File: src/rtl/ws2812_frame_ctrl.sv
// Purpose: frame sequencer feeding 24-bit GRB pixels MSB-first, one bit per handshake, into a WS2812 code driver.
// Latency: first bit is offered 2 cycles after start_in; frame_done_out pulses RESET_CYCLES cycles after the drain ends.
// Backpressure: each bit is held on code_out until drv_ready_in; pixel_ready_out is high only while waiting for a pixel.
module ws2812_frame_ctrl #(
  parameter int LED_NUM      = 4,
  parameter int LED_CNT_W    = 8,
  parameter int RESET_CYCLES = 16,
  parameter int RST_CNT_W    = 16
) (
  input  logic        clk_in,
  input  logic        rst_n_in,
  input  logic        start_in,
  input  logic [23:0] pixel_data_in,
  input  logic        pixel_valid_in,
  output logic        pixel_ready_out,
  output logic        code_out,
  output logic        code_valid_out,
  input  logic        drv_ready_in,
  output logic        busy_out,
  output logic        frame_done_out
);

  typedef enum logic [2:0] {
    S_IDLE,
    S_LOAD,
    S_SEND,
    S_DRAIN,
    S_LATCH
  } state_t;

  localparam logic [LED_CNT_W-1:0] LED_LAST = LED_CNT_W'(LED_NUM - 1);
  localparam logic [RST_CNT_W-1:0] RST_LAST = RST_CNT_W'(RESET_CYCLES - 1);

  state_t               state_q, state_d;
  logic [23:0]          shift_q, shift_d;
  logic [4:0]           bit_cnt_q, bit_cnt_d;
  logic [LED_CNT_W-1:0] led_cnt_q, led_cnt_d;
  logic [RST_CNT_W-1:0] rst_cnt_q, rst_cnt_d;

  // State and datapath registers; reset aborts any frame in progress.
  always_ff @(posedge clk_in or negedge rst_n_in) begin
    if (!rst_n_in) begin
      state_q   <= S_IDLE;
      shift_q   <= '0;
      bit_cnt_q <= '0;
      led_cnt_q <= '0;
      rst_cnt_q <= '0;
    end else begin
      state_q   <= state_d;
      shift_q   <= shift_d;
      bit_cnt_q <= bit_cnt_d;
      led_cnt_q <= led_cnt_d;
      rst_cnt_q <= rst_cnt_d;
    end
  end

  // Next-state and counter updates; inputs only ever steer the next state.
  always_comb begin
    state_d   = state_q;
    shift_d   = shift_q;
    bit_cnt_d = bit_cnt_q;
    led_cnt_d = led_cnt_q;
    rst_cnt_d = rst_cnt_q;
    case (state_q)
      S_IDLE: begin
        if (start_in) begin
          led_cnt_d = '0;
          state_d   = S_LOAD;
        end
      end
      S_LOAD: begin
        if (pixel_valid_in) begin
          shift_d   = pixel_data_in;
          bit_cnt_d = '0;
          state_d   = S_SEND;
        end
      end
      S_SEND: begin
        // code_valid_out is constantly high here, so drv_ready_in alone marks a handshake.
        if (drv_ready_in) begin
          shift_d   = {shift_q[22:0], 1'b0};
          bit_cnt_d = bit_cnt_q + 5'd1;
          if (bit_cnt_q == 5'd23) begin
            if (led_cnt_q == LED_LAST) begin
              state_d = S_DRAIN;
            end else begin
              led_cnt_d = led_cnt_q + LED_CNT_W'(1);
              state_d   = S_LOAD;
            end
          end
        end
      end
      S_DRAIN: begin
        // Ready returning high means the last bit's low phase has completed.
        if (drv_ready_in) begin
          rst_cnt_d = '0;
          state_d   = S_LATCH;
        end
      end
      S_LATCH: begin
        rst_cnt_d = rst_cnt_q + RST_CNT_W'(1);
        if (rst_cnt_q == RST_LAST) begin
          state_d = S_IDLE;
        end
      end
      default: begin
        state_d = S_IDLE;
      end
    endcase
  end

  // Outputs decoded purely from registers; no input-to-output path.
  always_comb begin
    pixel_ready_out = (state_q == S_LOAD);
    code_valid_out  = (state_q == S_SEND);
    code_out        = shift_q[23];
    busy_out        = (state_q != S_IDLE);
    frame_done_out  = (state_q == S_LATCH) && (rst_cnt_q == RST_LAST);
  end

endmodule

File: config.mk
export PLATFORM = sky130hd
export DESIGN_NAME = ws2812_frame_ctrl
export DESIGN_NICKNAME = d
export VERILOG_FILES = /design/src/rtl/ws2812_frame_ctrl.sv
export SDC_FILE = /design/constraint.sdc
export NUM_CORES = 1
export LEC_CHECK = 0
export CELL_PAD_IN_SITES_DETAIL_PLACEMENT = 0
export CELL_PAD_IN_SITES_GLOBAL_PLACEMENT = 1
export CORE_UTILIZATION = 25
export CTS_BUF_LIST = sky130_fd_sc_hd__clkbuf_4
export DETAILED_ROUTE_END_ITERATION = 8
export DONT_BUFFER_PORTS = 1
export GPL_TIMING_DRIVEN = 0
export MAX_ROUTING_LAYER = met4
export PLACE_DENSITY = 0.53
export SETUP_SLACK_MARGIN = 0.1
export SLEW_MARGIN = 20
export SYNTH_ARGS = -nofsm -noshare
export SYNTH_HDL_FRONTEND = slang
export SYNTH_SLANG_ARGS = --single-unit
File: constraint.sdc
create_clock -name clk_in -period 2.3 [get_ports clk_in]
set_input_delay 0.46 -clock clk_in [delete_from_list [all_inputs] [get_ports clk_in]]
set_output_delay 0.46 -clock clk_in [all_outputs]
set_load 0.005 [all_outputs]
---- Yosys cells after proc, flatten, opt, wreduce, memory -nomap -nowiden ----
Cells that the tools add are included.
storage, ports and cells
  register bits after elaboration ......... 56
  input bits .............................. 29
operators by class
  add/subtract/negate cells ............... 3
  eq/ne operators ......................... 14
  multiplexer cells ....................... 21
  reduce and logical (&&, ||, !) cells .... 10
operator list
  kind                                                  count
  2-to-1 mux 24 bit                                     2
  one-hot mux 24 bit (2 select lines)                   1
  2-to-1 mux 8 bit                                      4
  one-hot mux 16 bit (2 select lines)                   1
  2-to-1 mux 3 bit                                      6
  adder 16 x 1 -> 16 bit, second input constant         1
  equality test 16 x 4 -> 1 bit, second input constant  1
  2-to-1 mux 16 bit                                     1
  one-hot mux 8 bit (2 select lines)                    1
  one-hot mux 3 bit (5 select lines)                    1
  2-to-1 mux 5 bit                                      2
  != test 2 bit, second input constant                  5
  one-hot mux 5 bit (2 select lines)                    1
  adder 8 x 1 -> 8 bit, second input constant           1
  equality test 8 x 2 -> 1 bit, second input constant   1
  equality test 3 x 2 -> 1 bit, second input constant   2
  AND reduction 6 bit                                   1
  nonzero test 2 bit                                    3
  adder 5 x 1 -> 5 bit, second input constant           1
  equality test 5 bit, second input constant            1
  AND reduction 5 bit                                   1
  != test 2 x 1 -> 1 bit, second input constant         2
  equality test 3 x 1 -> 1 bit, second input constant   1
  equality test 3 bit, second input constant            1
  other kinds (6)                                       6

---- Logic depth before layout (Yosys ltp) ----
Gate-level depths: netlist of the first run.
  depth after elaboration ................. 5
  mapped depth ............................ 8
  mapped depth without buffers ............ 6

---- Least setup slack after synthesis of the first run ----
No wires, ideal clock.
  path type ............................... reg-to-reg
  start point ............................. register bit_cnt_q[0]
  end point ............................... register led_cnt_q[0]
  library setup time ...................... 0.121 ns
  arrival ................................. 1.724 ns
  required time ........................... 2.179 ns
  path slack .............................. 0.455 ns
  stages on the path, launching flop included .. 8
  path buffers ............................ 1
  cell sequence ........................... dfrtp_1 > ha_1 > nand2_1 > nor4_4 > a21boi_1 > buf_4 > mux2_1 > a22o_1
on the way
  longest elaborated chain between the ends .. 3
RTL lines
  item                                     RTL line  text
  start: declaration                       36        logic [4:0] bit_cnt_q, bit_cnt_d;
  start signal: assignment                 51        bit_cnt_q <= bit_cnt_d;
  equality test 5 bit                      83        if (bit_cnt_q == 5'd23) begin
  != test 2 x 1 -> 1 bit (no source line)  n/a
  AND reduction 5 bit (no source line)     n/a
  end signal: assignment                   52        led_cnt_q <= led_cnt_d;
  end: declaration                         37        logic [LED_CNT_W-1:0] led_cnt_q, led_cnt_d;
No other way between the ends.
A chain may end at the register's enable or synchronous reset.

---- Final worst setup path of the first run ----
  start point ............................. register bit_cnt_q[1]
  end point ............................... register led_cnt_q[0]
The elaborated chain is that of the path after synthesis.

==> results.md, run 1 <==
- Status: finished clean
- Synth Net Count: roughly 340
- Antenna violations before repair: 1
- Pwr/cell area: 1133 nW/um2
- P_leak: between 1 and 1.5 nW
- Slowest CP cell: dfrtp_1
- Dpl hpwl: around 4700 um
- Core area: 10510 um2
- Max-slew headroom: approximately 48%
- # IOs: 34
- Sequential share of the synthesized area: 50.89%
- Via density: 5.051
- Final Util: 29.73%
- Number of synthesized flops with an enable pin: 0
- Clock sink count: 56
- Drt pass-1 iters: 4
- Die width: 107.0 um
- Final ANT Viol Nets: 0
- Post-synth top flop: dfrtp_1
- Fmax: 476.1 MHz
- Required @ worst endpoint: roughly 2.6 ns
- DIE AREA: about 11000 um2
- Skew final: 0.01395 ns
- Largest delay share family, worst path: simple AND/OR/NAND/NOR gates
- Post-Route WL: 6837 um
- Height of the die: 107.0 um
- Worst flop-to-flop path startpoint: bit_cnt_q[1]$_DFFE_PN0P_
- Pin count of the biggest net entering global routing: 57
- Final worst-path cycle share: 91.31%
- Fin crit period: 2.100 ns
- Gpl congestion: 0.6928
- CTS tree: done
- Dpl ws: roughly 0.065 ns
- Crit-path max FO: 10
- Max-slew violations: 0
- Synth warn: 0
- Root Buffer: clkbuf_4
- Hold depth: 2
- HP Class: input port to register
- CP peak stage delay: 0.41 ns
- TNS Setup: 0 ns
- Inst Count DP: 439
- DRC viols: 0
- Non-filler instance count after layout: 455
- Post-synthesis async set-or-reset flop share: 100.0%
- Per-cell routed wire length: between 15 and 20 um
- Syn avg cell area: about 9 um2
- Worst slew pin tran: 0.7772 ns
- Layout cells sized above 1: 13.84%
- Final hold vios: 0
- Area delta synth->final: 13.45%
- CTS Buffer Depth: 2
- Top-area cell type share of the netlist area: 50.89%
- Critical path startpoint category: register
- First-pass GRT wire length: between 10000 and 15000 um
- CTS buffer count: 5
- Vias: between 2000 and 2500
- Clock Latency Late Sink: 0.40 ns
- Total congestion overflow: 0
- Critical path class: register to register
- R2R cell count: 7
- Synth Register Bits: 56
- Nets@finish: 349
- Core Rows: 37
- Maximum vdd drop: 0.0004043 V
- HP Start: pixel_data_in[0]
- Synthesized instance count: a little over 300
- CP arrival: 2.40 ns
- Crit path cell chain: ha_2 > nand2_1 > nor4_4 > a21boi_2 > buf_4 > mux2_1 > a22o_1
- Final setup fails: 0
- Initial Util: a little over a quarter
- GRT Overall Usage: 13.03%
- CTS clk-pin slew, worst paths: about 0.16 ns
- Unrepaired setup endpoints after global routing: yes
- Logic depth of the worst setup path including buffers: 7
- Initial drt markers: between 100 and 150
- Post-synthesis cell area: 2754 um2
- Top post-synthesis cells by area: dfrtp_1, nor2_1, o22ai_1, nand2_1, o21ai_0
- Unique masters post-synth: 46
- IO buf count: 0
- Yosys top cell by area: dfrtp_1
- PnR worst setup slack: about 0.20 ns
- WP buf/inv: 1
- Vias in the first global route: 2259
- Worst setup EP type: register
- CP startpoint: bit_cnt_q[1]$_DFFE_PN0P_
- Number of max-cap violations: 0
- H-tree depth: 2
[sequential cells by signal, indices dropped and copies added, names as in the netlist]
signal and count:
rst_cnt_q 16, led_cnt_q 8, state_q 3, shift_q 24, bit_cnt_q 5
[path summary, 6_finish.rpt]
path	to	slack, ns
max reg2reg	led_cnt_q[0]$_DFFE_PN0P_	0.20
min in group asynchronous	rst_cnt_q[8]$_DFFE_PN0P_	0.55
max in group asynchronous	led_cnt_q[6]$_DFFE_PN0P_	1.49
min	shift_q[0]$_DFFE_PN0P_	0.18
min reg2reg	shift_q[4]$_DFFE_PN0P_	0.54
max	led_cnt_q[0]$_DFFE_PN0P_	0.20
[kinds of logic after synthesis]
logic type | synth area share [%]
AO/OA/AOI/OAI | 17.17
adder cells (fa/ha/maj) | 1.363
buffers and inverters | 3.634
flip-flops | 50.89
multiplexers | 1.499
AND/OR/NAND/NOR | 25.44
[metal layers]
metal	vias to the layer above	routed length [um]	global-route usage, %
li1	1139	-	-
met4	0	68	3.816
met2	47	2878	18.62
met3	7	317	3.161
met1	1105	3573	18.21
met5	-	0	-
[per-stage QoR]
step	power [mW]	hold slack (ns)	instance area [um2]
floorplan	2.613	0.1644	2754
global placement	2.956	0.1665	2924
detailed placement	2.975	0.1662	2924
CTS	3.478	0.1585	3024
global route	3.871	0.1469	3124
finish	3.540	0.1836	3124
[where the power goes]
group | internal [mW] | switching (mW) | total [mW]
registers | 1.38 | 0.356 | 1.74
logic | 0.559 | 0.785 | 1.34
clock network | 0.119 | 0.339 | 0.458
total | 2.06 | 1.48 | 3.54
[cell usage after synthesis, types with 2 or more instances]
cell type,count
o21a_1,2
dfrtp_1,56
ha_1,3
nand2_1,25
nor3_2,2
nor3_1,6
nor2b_1,5
a31oi_1,3
o221ai_1,2
a22o_1,2
and3_1,6
a21oi_1,8
o22ai_1,26
and2_1,2
nor2_1,54
nand3_1,17
or3b_2,2
mux2i_1,3
nand4_1,9
buf_4,2
clkbuf_1,7
a211o_1,4
buf_2,5
o21ai_0,18
nor4_1,4
inv_1,9
o21ai_1,2
[area by class of cell]
type	count	area, um2
fill	1120	7385
sequential	56	1404
multi-input combinational	224	1304
tap	136	170.2
timing repair buffer	9	90.09
buffer	12	65.06
clock buffer	5	37.54
inverter	9	33.78
clock inverter	3	17.52
antenna	1	2.502
[placed cells by master, fill, tap and decap left out, types with 4 or more instances in the layout]
master,count
buf_4,9
o21ai_0,18
nor3_1,5
nor2b_1,5
nor2_1,54
a21oi_1,8
o22ai_1,26
and3_1,6
dfrtp_1,54
clkbuf_4,6
nand2_1,24
buf_2,5
inv_1,8
nand4_1,9
a211o_1,4
nand3_1,16
[repair_timing]
action                                  CTS  global route
buffers inserted                          0             7
gates cloned                              0             0
endpoints found under the setup margin   24            32
gates resized for setup                   5            15
hold buffers                              2             0
hold endpoints to repair                 56             0
pin swaps                                 0             3
Power figures use the tool's default switching activity.
==> inputs of run 2 (changes only) <==
Settings changed: CAP_MARGIN from default to 20.
==> results of run 2 <==
Same layout as run 1: the final DEF is identical, and so are final timing and power.
